<file path="src/rtl/ps2_pkg.sv">
//==============================================================================
// Module      : ps2_pkg
// Description : Shared types, prefix constants and timeout helper for the
//               PS/2 keyboard receiver.
// Revision    : 1.0 - initial release
//==============================================================================
`default_nettype none

package ps2_pkg;

  // Frame-level receiver states
  typedef enum logic [1:0] {
    ST_IDLE   = 2'd0,
    ST_DATA   = 2'd1,
    ST_PARITY = 2'd2,
    ST_STOP   = 2'd3
  } ps2_state_e;

  // Scancode prefixes announcing a key release and an extended key
  localparam logic [7:0] PS2_BREAK_PREFIX = 8'hF0;
  localparam logic [7:0] PS2_EXT_PREFIX   = 8'hE0;

  // Number of system clock cycles allowed between falling edges in a frame
  function automatic int ps2_timeout_cyc(input int clk_hz, input int timeout_us);
    return (clk_hz / 1_000_000) * timeout_us;
  endfunction

endpackage

`default_nettype wire

</file>
<file path="src/rtl/ps2_line_filter.sv">
//==============================================================================
// Module      : ps2_line_filter
// Description : Two-flop synchronizer, run-length glitch filter and falling
//               edge strobe for the raw PS/2 clock pin.
// Revision    : 1.0 - initial release
//==============================================================================
`default_nettype none

module ps2_line_filter #(
  parameter int FILTER_LEN = 8
) (
  input  logic clk,
  input  logic rst_n,
  input  logic pin_i,
  output logic fall_o
);

  localparam int CNT_W = (FILTER_LEN > 2) ? $clog2(FILTER_LEN) : 1;
  localparam logic [CNT_W-1:0] CNT_LAST = CNT_W'(FILTER_LEN - 1);

  logic             sync1_q;
  logic             sync2_q;
  logic             level_q;
  logic             level_d;
  logic             level_dly_q;
  logic [CNT_W-1:0] cnt_q;
  logic [CNT_W-1:0] cnt_d;

  // Bring the asynchronous pin into the clk domain; idle bus level is high
  always_ff @(posedge clk or negedge rst_n) begin
    if (!rst_n) begin
      sync1_q <= 1'b1;
      sync2_q <= 1'b1;
    end else begin
      sync1_q <= pin_i;
      sync2_q <= sync1_q;
    end
  end

  // Count consecutive samples that disagree with the filtered level; flip on the FILTER_LEN-th
  always_comb begin
    level_d = level_q;
    cnt_d   = '0;
    if (sync2_q != level_q) begin
      if (cnt_q == CNT_LAST) begin
        level_d = sync2_q;
      end else begin
        cnt_d = cnt_q + 1'b1;
      end
    end
  end

  // Filter state registers
  always_ff @(posedge clk or negedge rst_n) begin
    if (!rst_n) begin
      level_q <= 1'b1;
      cnt_q   <= '0;
    end else begin
      level_q <= level_d;
      cnt_q   <= cnt_d;
    end
  end

  // Delayed copy of the filtered level for edge detection
  always_ff @(posedge clk or negedge rst_n) begin
    if (!rst_n) begin
      level_dly_q <= 1'b1;
    end else begin
      level_dly_q <= level_q;
    end
  end

  // Both operands are flops, so the strobe is clean and exactly one cycle wide
  assign fall_o = level_dly_q & ~level_q;

endmodule

`default_nettype wire

</file>
<file path="src/rtl/ps2_rx.sv">
//==============================================================================
// Module      : ps2_rx
// Description : PS/2 keyboard frame receiver with parity/stop/timeout
//               checking and a single-entry valid/ready output register.
//               Optional make/break prefix decoding is enabled by defining
//               PS2_RX_BREAK_DECODE_EN.
// Revision    : 1.0 - initial release
//==============================================================================
`default_nettype none

module ps2_rx
  import ps2_pkg::*;
#(
  parameter int CLK_HZ     = 100_000_000,
  parameter int FILTER_LEN = 8,
  parameter int TIMEOUT_US = 200
) (
  input  logic       clk,
  input  logic       rst_n,
  input  logic       ps2_clk,
  input  logic       ps2_data,
  output logic [7:0] code,
  output logic       code_break,
  output logic       code_ext,
  output logic       code_valid,
  input  logic       code_ready,
  output logic       frame_err,
  output logic       overrun
);

  localparam int TMO_CYC = ps2_timeout_cyc(CLK_HZ, TIMEOUT_US);
  localparam int TMO_W   = (TMO_CYC > 2) ? $clog2(TMO_CYC) : 1;
  localparam logic [TMO_W-1:0] TMO_LAST = TMO_W'(TMO_CYC - 1);

  // Input conditioning
  logic w_fall;
  logic dsync1_q;
  logic dsync2_q;

  // Frame FSM
  ps2_state_e       state_q;
  logic [2:0]       bitcnt_q;
  logic [7:0]       shift_q;
  logic             par_q;
  logic [TMO_W-1:0] tmo_q;
  logic             frame_err_q;

  logic w_tmo_hit;
  logic w_stop_fall;
  logic w_par_ok;
  logic w_good;
  logic w_err;

  // Delivery path
  logic w_deliver;
  logic w_del_brk;
  logic w_del_ext;

  logic [7:0] code_q;
  logic       code_break_q;
  logic       code_ext_q;
  logic       code_valid_q;
  logic       overrun_q;

  ps2_line_filter #(
    .FILTER_LEN (FILTER_LEN)
  ) u_clk_filter (
    .clk    (clk),
    .rst_n  (rst_n),
    .pin_i  (ps2_clk),
    .fall_o (w_fall)
  );

  // Data pin only needs synchronizing; it is sampled on the filtered clock strobe
  always_ff @(posedge clk or negedge rst_n) begin
    if (!rst_n) begin
      dsync1_q <= 1'b1;
      dsync2_q <= 1'b1;
    end else begin
      dsync1_q <= ps2_data;
      dsync2_q <= dsync1_q;
    end
  end

  // A strobe arriving on the terminal count cycle counts as progress, not a timeout
  assign w_tmo_hit   = (state_q != ST_IDLE) && !w_fall && (tmo_q == TMO_LAST);
  assign w_stop_fall = (state_q == ST_STOP) && w_fall;
  assign w_par_ok    = ^{shift_q, par_q};
  assign w_good      = w_stop_fall && dsync2_q && w_par_ok;
  assign w_err       = w_tmo_hit || (w_stop_fall && !w_good);

  // Frame FSM: start bit, 8 data bits LSB first, odd parity, stop bit
  always_ff @(posedge clk or negedge rst_n) begin
    if (!rst_n) begin
      state_q     <= ST_IDLE;
      bitcnt_q    <= '0;
      shift_q     <= '0;
      par_q       <= 1'b0;
      tmo_q       <= '0;
      frame_err_q <= 1'b0;
    end else begin
      frame_err_q <= w_err;
      if (w_tmo_hit) begin
        state_q <= ST_IDLE;
        tmo_q   <= '0;
      end else begin
        if ((state_q == ST_IDLE) || w_fall) begin
          tmo_q <= '0;
        end else begin
          tmo_q <= tmo_q + 1'b1;
        end
        case (state_q)
          ST_IDLE: begin
            // A high sample here is line noise or a stray edge, not a start bit
            if (w_fall && !dsync2_q) begin
              state_q  <= ST_DATA;
              bitcnt_q <= '0;
            end
          end
          ST_DATA: begin
            if (w_fall) begin
              shift_q  <= {dsync2_q, shift_q[7:1]};
              bitcnt_q <= bitcnt_q + 1'b1;
              if (bitcnt_q == 3'd7) begin
                state_q <= ST_PARITY;
              end
            end
          end
          ST_PARITY: begin
            if (w_fall) begin
              par_q   <= dsync2_q;
              state_q <= ST_STOP;
            end
          end
          ST_STOP: begin
            if (w_fall) begin
              state_q <= ST_IDLE;
            end
          end
          default: begin
            state_q <= ST_IDLE;
          end
        endcase
      end
    end
  end

`ifdef PS2_RX_BREAK_DECODE_EN
  logic brk_pend_q;
  logic ext_pend_q;

  // Prefix bytes are absorbed into pending flags that tag the next real scancode
  always_ff @(posedge clk or negedge rst_n) begin
    if (!rst_n) begin
      brk_pend_q <= 1'b0;
      ext_pend_q <= 1'b0;
    end else if (w_err) begin
      brk_pend_q <= 1'b0;
      ext_pend_q <= 1'b0;
    end else if (w_good) begin
      if (shift_q == PS2_BREAK_PREFIX) begin
        brk_pend_q <= 1'b1;
      end else if (shift_q == PS2_EXT_PREFIX) begin
        ext_pend_q <= 1'b1;
      end else begin
        brk_pend_q <= 1'b0;
        ext_pend_q <= 1'b0;
      end
    end
  end

  assign w_deliver = w_good && (shift_q != PS2_BREAK_PREFIX) && (shift_q != PS2_EXT_PREFIX);
  assign w_del_brk = brk_pend_q;
  assign w_del_ext = ext_pend_q;
`else
  assign w_deliver = w_good;
  assign w_del_brk = 1'b0;
  assign w_del_ext = 1'b0;
`endif

  // Single-entry output register; a byte arriving while one is still held is dropped
  always_ff @(posedge clk or negedge rst_n) begin
    if (!rst_n) begin
      code_q       <= '0;
      code_break_q <= 1'b0;
      code_ext_q   <= 1'b0;
      code_valid_q <= 1'b0;
      overrun_q    <= 1'b0;
    end else begin
      overrun_q <= 1'b0;
      if (w_deliver) begin
        if (!code_valid_q || code_ready) begin
          code_q       <= shift_q;
          code_break_q <= w_del_brk;
          code_ext_q   <= w_del_ext;
          code_valid_q <= 1'b1;
        end else begin
          overrun_q <= 1'b1;
        end
      end else if (code_valid_q && code_ready) begin
        code_valid_q <= 1'b0;
      end
    end
  end

  assign code       = code_q;
  assign code_break = code_break_q;
  assign code_ext   = code_ext_q;
  assign code_valid = code_valid_q;
  assign frame_err  = frame_err_q;
  assign overrun    = overrun_q;

endmodule

`default_nettype wire
</file>
<file path="config.mk">
export PLATFORM = sky130hd
export DESIGN_NAME = ps2_rx
export DESIGN_NICKNAME = d
export VERILOG_FILES = /design/src/rtl/ps2_pkg.sv /design/src/rtl/ps2_line_filter.sv /design/src/rtl/ps2_rx.sv
export SDC_FILE = /design/constraint.sdc
export NUM_CORES = 1
export LEC_CHECK = 0
export CORE_MARGIN = 3
export CORE_UTILIZATION = 35
export CTS_BUF_LIST = sky130_fd_sc_hd__clkbuf_2
export CTS_CLUSTER_DIAMETER = 200
export DETAILED_ROUTE_END_ITERATION = 6
export SLEW_MARGIN = 10
export SYNTH_ARGS = -nofsm -noshare
export SYNTH_HDL_FRONTEND = slang
export SYNTH_SLANG_ARGS = --single-unit
</file>
<file path="constraint.sdc">
create_clock -name clk -period 1.64 [get_ports clk]
set_input_delay 0.328 -clock clk [delete_from_list [all_inputs] [get_ports clk]]
set_output_delay 0.328 -clock clk [all_outputs]
set_load 0.02 [all_outputs]
</file>
==> Yosys cells after proc, flatten, opt, wreduce, memory -nomap -nowiden <==
Cells that the tools add are included.
{ "word_totals": {"ff_bits": 49, "output_inout_bits": 13, "input_bits": 5, "elab_cells": 83} }
{ "op_classes": {"eq_ne": 15, "add_sub_neg": 3, "bitwise_logic": 3, "muxes": 19, "reduce_logical": 27} }
{ "ops": {"columns": ["operator", "count"], "rows": [
  ["2-to-1 mux 15 bit", 2],
  ["adder 15 x 1 -> 15 bit, second input constant", 1],
  ["equality test 15 bit, second input constant", 1],
  ["2-to-1 mux 2 bit", 6],
  ["2-to-1 mux 3 bit", 4],
  ["!= test 3 bit, second input constant", 4],
  ["XOR reduction 9 bit", 1],
  ["logical AND 1 bit", 8],
  ["one-hot mux 2 bit (4 select lines)", 1],
  ["adder 3 x 1 -> 3 bit, second input constant", 2],
  ["equality test 3 bit, second input constant", 2],
  ["one-hot mux 3 bit (2 select lines)", 1],
  ["AND reduction 2 bit", 3],
  ["AND reduction 3 bit", 2],
  ["nonzero test 2 bit", 3],
  ["2-to-1 mux 1 bit", 5],
  ["AND reduction 5 bit", 1],
  ["equality test 2 bit, second input constant", 2],
  ["zero test 1 bit", 4],
  ["!= test 2 x 1 -> 1 bit, second input constant", 2],
  ["AND reduction 4 bit", 1],
  ["logical OR 1 bit", 3],
  ["!= test 3 x 2 -> 1 bit, second input constant", 1],
  ["equality test 2 x 1 -> 1 bit, second input constant", 1],
  ["other kinds (5)", 6]
]} }

==> Longest topological paths before layout <==
Gate-level depths: netlist of the first run.
{ "depth": {"depth_word": 8, "ltp_mapped": 7, "ltp_nobuf": 7} }

==> By module <==
From an unflattened synthesis of the first run, not the netlist that was laid out.
{ "unflattened": {"hier_cells": 188, "hier_area_um2": 2293.4} }
{ "modules_own_cells": {"columns": ["module", "instances", "seq_area_each_um2", "cells_per_inst", "area_per_inst_um2"], "rows": [
  ["ps2_rx", 1, 1053.5, 173, 2034.5],
  ["ps2_line_filter", 1, 180.2, 15, 259.0]
]} }

==> Worst setup path before layout of the first run <==
No wires, ideal clock.
{ "synth_timing": {"path_kind": "register to register", "start": "reg shift_q[1]", "end": "reg code_q[0] (netlist: code[0])", "path_slack_ps": -129, "synth_period_minus_slack_ps": 1769, "t_arrival_ps": 1644, "required_ps": 1515, "n_path_buf": 0, "setup_ps": 125, "stages_incl_launch_ff": 6, "path_cell_list": "dfrtp_1 xnor2_1 xnor3_1 xnor2_2 nand3_4 mux2_2"} }
{ "synth_between": {"elab_chain_cells": 3} }
{ "synth_rtl": {"columns": ["element", "line_no", "source"], "rows": [
  ["start, declared", "ps2_rx.sv:43", "logic [7:0] shift_q;"],
  ["start signal, assigned", "ps2_rx.sv:122", "shift_q <= {dsync2_q, shift_q[7:1]};"],
  ["XOR reduction 9 bit", "ps2_rx.sv:88", "assign w_par_ok = ^{shift_q, par_q};"],
  ["logical AND 1 bit", "ps2_rx.sv:89", "assign w_good = w_stop_fall && dsync2_q && w_par_ok;"],
  ["AND reduction 2 bit (no source line)", null, null],
  ["end signal, assigned", "ps2_rx.sv:193", "code_q <= shift_q;"],
  ["end, declared", "ps2_rx.sv:59", "logic [7:0] code_q;"]
]} }
No other way between the ends.
A chain may end at the register's enable or synchronous reset.

==> Final worst setup path of the first run <==
Ends and elaborated chain as after synthesis.

==> impl_metrics.yaml, run 1 <==
synth:
  synthTopCellsByArea: "dfrtp_1 (48%), mux2_2 (9.5%), dfstp_2 (7.0%)"
  synth_area_um2: 2261
  ys_seq_area_frac: 0.5457
  synthFlopType: "dfrtp_1"
  synth_cells: 191
  synth_top_area_cell: "dfrtp_1"
  synth-seq-cells: 49
  synth.top_cell.area_share: 0.4759
  synth_cell_type_count: 36
  synthArstFlopShare: 1.000
  synth_edf_count: 0
  avgSynthCellArea_um2: 11.84
  ys_warn_count: 0
grt:
  grt_pass1_vias: 1539
  antenna_found_initial: 0
  grt_max_degree: 35
  grt_pass1_wl_mm: 6.886
  grt-ovfl-total: 0
  track_usage: 0.1183
clock_tree:
  cts.sinks: 49
  cts_tree: "done"
  ctsLongestPathBuffers: 2
  clock_latency_ps: 440
  clk_root_buffer_cell: "clkbuf_2"
  htree_levels: 2
  cts_made_buffers: 5
  clkTransAtPathRegs_ps: 260
setup_path:
  reg2reg_from: "shift_q[1]"
  endpoint_kind: "register"
  ff2ff_setup_slack_ps: -270
  critical_path_arrival_ps: 2250
  crit_required_ps: 1980
  critPathLaunchType: "register"
  crit_fanout: 8
  r2r_cells: 5
  crit_type: "register to register"
  rr_endpoint: "code[0]"
sta:
  finalSetupTns_ps: -2246
  rsz0062_at_grt: "yes"
  min_period_ps: 1912
  setup_viol: 14
  hold_viol: 0
  fmax_mhz: 523.0
  worst_slack_ps: -272.0
  skew_ps: 20.47
  post-route-period-util: 1.166
  drv_slew: 0
drt:
  via_per_inst: 4.755
  final_antenna_net_count: 0
  first_iter_violations: 61
  finalWirelength_mm: 3.985
  dr.pass1.iters: 4
  avgRoutedWirePerCell_um: 12.53
  via_count: 1512
  drc: 0
finish:
  n_fill_cell: 594
  seq_area_um2: 1234
  final_area_um2: 2820
  final_core_util: 0.4626
  diodes: 0
  drive_gt1_frac: 0.3251
  multi_input_area_um2: 1033
  finish.net_count: 257
  stdcell_count: 318
  area_delta_synth_final_pct: 24.74
power_and_ir_drop:
  power_mw: 3.369
  clkPwrFrac: 0.151
  power_density_nw_per_um2: 1195
  ir_worst_vdd_mv: 0.8033
  p_leak_nw: 1.409
  power_frac_seq: 0.447
  p_int_mw: 2.186
  switching_share: 0.3510
  p_switching_mw: 1.182
  power_frac_comb: 0.402
floorplan:
  initial_utilization: 0.3709
  fp-row-count: 28
  die_w_um: 86.37
  io_pins: 18
  dieHeight_um: 86.37
  die_area_um2: 7460
  coreArea_um2: 6096
placement:
  dp_hpwl_mm: 2.879
  place_inst: 308
  routabilityCongestion: 0.7387
  post_dp_cell_area_um2: 2731
  io_buffers: 15
run:
  cap_violations: 0
worst_hold_path:
  min_to: "dsync1_q"
  min_from: "ps2_data"
  holdPathStages: 1
  hp-class: "input pin to register"
run_status:
  outcome: "finished, violations left"
  violations: "setup timing"
critical path, stage by stage (launching register included):
cell and delay [ps]:
dfrtp_1 450, xnor2_1 170, xnor3_1 460, xnor2_2 250
nand3_4 170, mux2_2 320
cell families after synthesis:
logic type | count (synthesis) | share of synthesized area
AOI/OAI and AO/OA | 19 | 0.05202
xor gates and xnor gates | 19 | 0.08301
adders and majority gates | 10 | 0.05534
buffers and inverters | 8 | 0.01660
DFF | 49 | 0.5457
muxes | 19 | 0.09463
other | 1 | 0.001659
and+or+nand+nor | 66 | 0.1511
cell usage in the layout (no fill, tap or decap), types with 2 or more instances in the layout:
master           instances
a21oi_1                  2
nand2_1                 15
nor2b_1                  3
xnor2_1                  7
clkdlybuf4s50_1          4
nand2b_1                 3
conb_1                   2
nor3_1                   2
a21o_1                   2
inv_1                    2
and3_1                   4
nor2_1                  17
o21ai_0                  7
nor3b_1                  2
dlygate4sd2_1           10
or3_1                    2
and2_1                   2
xnor2_2                  2
mux2_2                  19
dfrtp_1                 43
clkinvlp_4               2
nor3_2                   3
buf_4                   31
xor2_1                   9
clkbuf_2                 6
nand3_1                  4
nand4_1                  3
dfstp_2                  6
ha_1                     9
stage by stage:
stage / setup WS, ps / hold slack, ps
2_1_floorplan: -98.04 / 32.41
3_5_place_dp: -198.1 / 268.8
5_1_grt: -326.3 / 232.3
6_report: -272.0 / 270.8
3_3_place_gp: -131.8 / 271.7
4_1_cts: -236.5 / 241.9
sequential cells by signal, indices dropped and copies added (netlist names):
name	count
code	8
u_clk_filter.level_q	1
frame_err	1
par_q	1
dsync1_q	1
overrun	1
dsync2_q	1
code_valid	1
u_clk_filter.cnt_q	3
state_q	2
shift_q	8
tmo_q	15
u_clk_filter.level_dly_q	1
u_clk_filter.sync1_q	1
u_clk_filter.sync2_q	1
bitcnt_q	3
synth_stat cells (3+ instances only):
| cell type | number |
|---|---|
| nand2b_1 | 3 |
| nand2_1 | 16 |
| o21ai_0 | 8 |
| nand4_1 | 3 |
| nor2b_1 | 3 |
| nor3_1 | 5 |
| and3_1 | 4 |
| dfrtp_1 | 43 |
| dfstp_2 | 6 |
| xor2_1 | 9 |
| ha_1 | 10 |
| mux2_2 | 19 |
| nor2_1 | 17 |
| clkbuf_1 | 4 |
| nand3_1 | 4 |
| xnor2_1 | 8 |
| a21oi_1 | 3 |
worst max path at each step:
stage	start	to	slack [ps]
global route	shift_q[1]	code[0]	-330
finish	shift_q[1]	code[0]	-270
floorplan	shift_q[3]	code[0]	-100
detailed placement	shift_q[5]	code[0]	-200
global placement	shift_q[3]	code[2]	-130
CTS	shift_q[3]	code[0]	-240
routing by layer:
layer	up-vias	GRT usage	share of wire
li1	754	-	-
met1	738	0.1513	0.48
met2	13	0.1926	0.48
met3	7	0.02947	0.029
met4	0	0.04674	0.016
met5	-	0	0
repair_timing:
| action | 4_1_cts | 5_1_grt |
|---|---|---|
| pin swaps | 4 | 9 |
| endpoints found under the hold margin | 15 | 0 |
| resized for setup | 12 | 8 |
| endpoints found under the setup margin | 24 | 36 |
| buffers inserted | 1 | 0 |
| hold buffers | 1 | 0 |
cell type report:
cell class                 instances  share of cell area
tap                               75             0.03327
clock inverter                     2            0.005324
timing repair buffer              49              0.1442
inverter                           2            0.002662
sequential                        49              0.4374
multi-input combinational        135              0.3665
clock buffer                       6             0.01065
power groups by stage:
stage	combinational, mW	sequential (mW)	clock [mW]
3_3_place_gp	1.29	1.52	0
5_1_grt	1.54	1.53	0.573
2_1_floorplan	0.814	1.54	0
6_report	1.35	1.51	0.509
3_5_place_dp	1.31	1.53	0
4_1_cts	1.33	1.51	0.530
(Power assumes the default switching activity.)
==> run 2, diff against run 1 <==
Settings changed: CTS_CLUSTER_DIAMETER 200 to not set.
==> results of run 2 <==
Same layout as run 1: the final DEF is identical, and so are final timing and power.
==> RTL change (settings of run 2) <==
Set the parameter `CLK_HZ` to 50_000_000 (it was 100_000_000).
--- a/src/rtl/ps2_rx.sv
+++ b/src/rtl/ps2_rx.sv
@@ -12,5 +12,5 @@
   import ps2_pkg::*;
 #(
-  parameter int CLK_HZ     = 100_000_000,
+  parameter int CLK_HZ     = 50_000_000,
   parameter int FILTER_LEN = 8,
   parameter int TIMEOUT_US = 200
Formal check against the unedited RTL: no difference found for any inputs over 10 cycles, from zero or initial values and one cycle with rst_n low; that may be too few to reach the edited logic, so the function may still have changed.
==> RTL change against run 2 <==
  * The flow still finishes with violations (negative setup slack)
  * Sequential cell count down 1
  * Fmax down 3.5%
  * Sequential share of layout area down 1.5 points
  * Die area down 1.1%
  * Routed wire length up 2.3%
  * Total power up 5.5%
  * Worst setup slack worse by 0.069 ns
  * Design area up 1.4%
  * First-iteration DRC count down 30%
  * Synthesized area down 1.2%
  * Critical endpoint is now state_q[1]
==> RTL change: results (changes against run 2) <==
cells_and_area:
  drive_gt1_share_pct: 33.9  # +1.4 points
  largest_reg_flops: 14  # -1
  finalNetCount: 259  # +0.78%
  regArea_um2: 1210  # -2.0%
  fillers: 584  # -1.7%
timing:
  finalSetupTns_ns: -6.14  # -3.90 ns
  worstMarginPinSlew_ns: 0.585
  setup_slack_ns: -0.341  # -0.0694 ns
  setup_viol: 25  # +11
  finalClockSkew_ns: 0.0354  # +0.0149 ns
global_routing:
  grt_max_degree: 20  # -43%
  met2_usage_pct: 17.5  # -1.7 points
  use_met3_pct: 3.07  # +0.13 points
  grt_pass1_wl_mm: 7.00  # +1.7%
  track_usage_pct: 12.0  # +0.18 points
  met1_usage_pct: 17.1  # +1.9 points
run_status:
  status: "complete, but fails checks"
  violations: "negative setup slack"
cts:
  clk_pin_slew_ns: 0.26  # about the same
  htreeDepth: 2  # unchanged
worst_setup_path:
  crit_arrival_ns: 2.35  # +0.10 ns
  cp_top_family: "simple AND/OR/NAND/NOR gates"
  worstReg2RegStart: "tmo_q[5]"
  crit_end: "state_q[1]"
  slowest_delay_ns: 0.55  # +0.09 ns
  crit_fanout: 4  # -4
  cp_slowest_cell: "or4_4"
  crit_start: "tmo_q[5]"
  timing.rr.end: "state_q[1]"
placed_design:
  dpl_cell_area_um2: 2720  # -0.50%
  dp_slack_ns: -0.353  # -0.155 ns
  gp_routability_congestion: 0.822  # +11%
route:
  wl_per_cell_um: 12.7  # +1.6%
  num_vias: 1509  # -0.20%
  finalWirelength_mm: 4.08  # +2.3%
  drtIter0Drc: 43  # -30%
synthesis:
  seq_area_frac_synth_pct: 54.1  # -0.45 points
  synth.distinct_cells: 41  # +14%
  syn_inst: 187  # -2.1%
  synthTopCellsByArea: "dfrtp_1 (47%), mux2_2 (9.1%), dfstp_2 (7.1%)"
power:
  irDropWorstVdd_uv: 557  # -31%
## RTL change: kinds of logic after synthesis
kind of cell / synth area share, %
AND/OR/NAND/NOR: 15.6
other: 0.168
AO/OA/AOI/OAI: 4.99
buffers and inverters: 1.90
adder cells (fa/ha/maj): 5.60
multiplexers: 9.58
flip-flops: 54.1
XOR/XNOR: 8.07
## RTL change: worst min-delay path by stage
stage | from | depth (start not counted) | end | slack [ns]
after floorplan | rst_n | 0 | bitcnt_q[0] | 0.03
after global placement | rst_n | 1 | overrun | 0.30
after detailed placement | rst_n | 1 | overrun | 0.30
after CTS | ps2_clk | 1 | u_clk_filter.sync1_q | 0.26
after global routing | ps2_data | 1 | dsync1_q | 0.25
final | ps2_clk | 1 | u_clk_filter.sync1_q | 0.29
## RTL change: layout make-up
cell class	count	share of cell area [%]
repair buffers	53	15.1
clock buffers	5	0.875
well taps	75	3.28
multi-input cells	134	36.7
flip-flops and latches	48	42.3
clock inverters	3	1.49
inverters	2	0.262
## RTL change: power by group
part           switching (W)  leakage, nW  internal [W]
sequential          0.000110        0.636       0.00138
combinational       0.000733        0.777      0.000684
clock               0.000398       0.0390      0.000254
total                0.00124         1.45       0.00231
## RTL change: per-layer routing
metal | vias to the layer above | wire [um] | part of all wire, %
met2 | 19 | 1840 | 45
met1 | 727 | 2040 | 50
met5 | - | 0 | 0
met3 | 6 | 123 | 3.0
li1 | 757 | - | -
met4 | 0 | 71 | 1.7
## RTL change: timing repair
item | 4_1_cts | 5_1_grt
hold buffers | 1 | 0
pin swaps | 1 | 1
resized for setup | 16 | 2
setup buffers | 2 | 5
gates cloned | 0 | 1
setup endpoints to repair | 36 | 37
hold endpoints to repair | 14 | 0
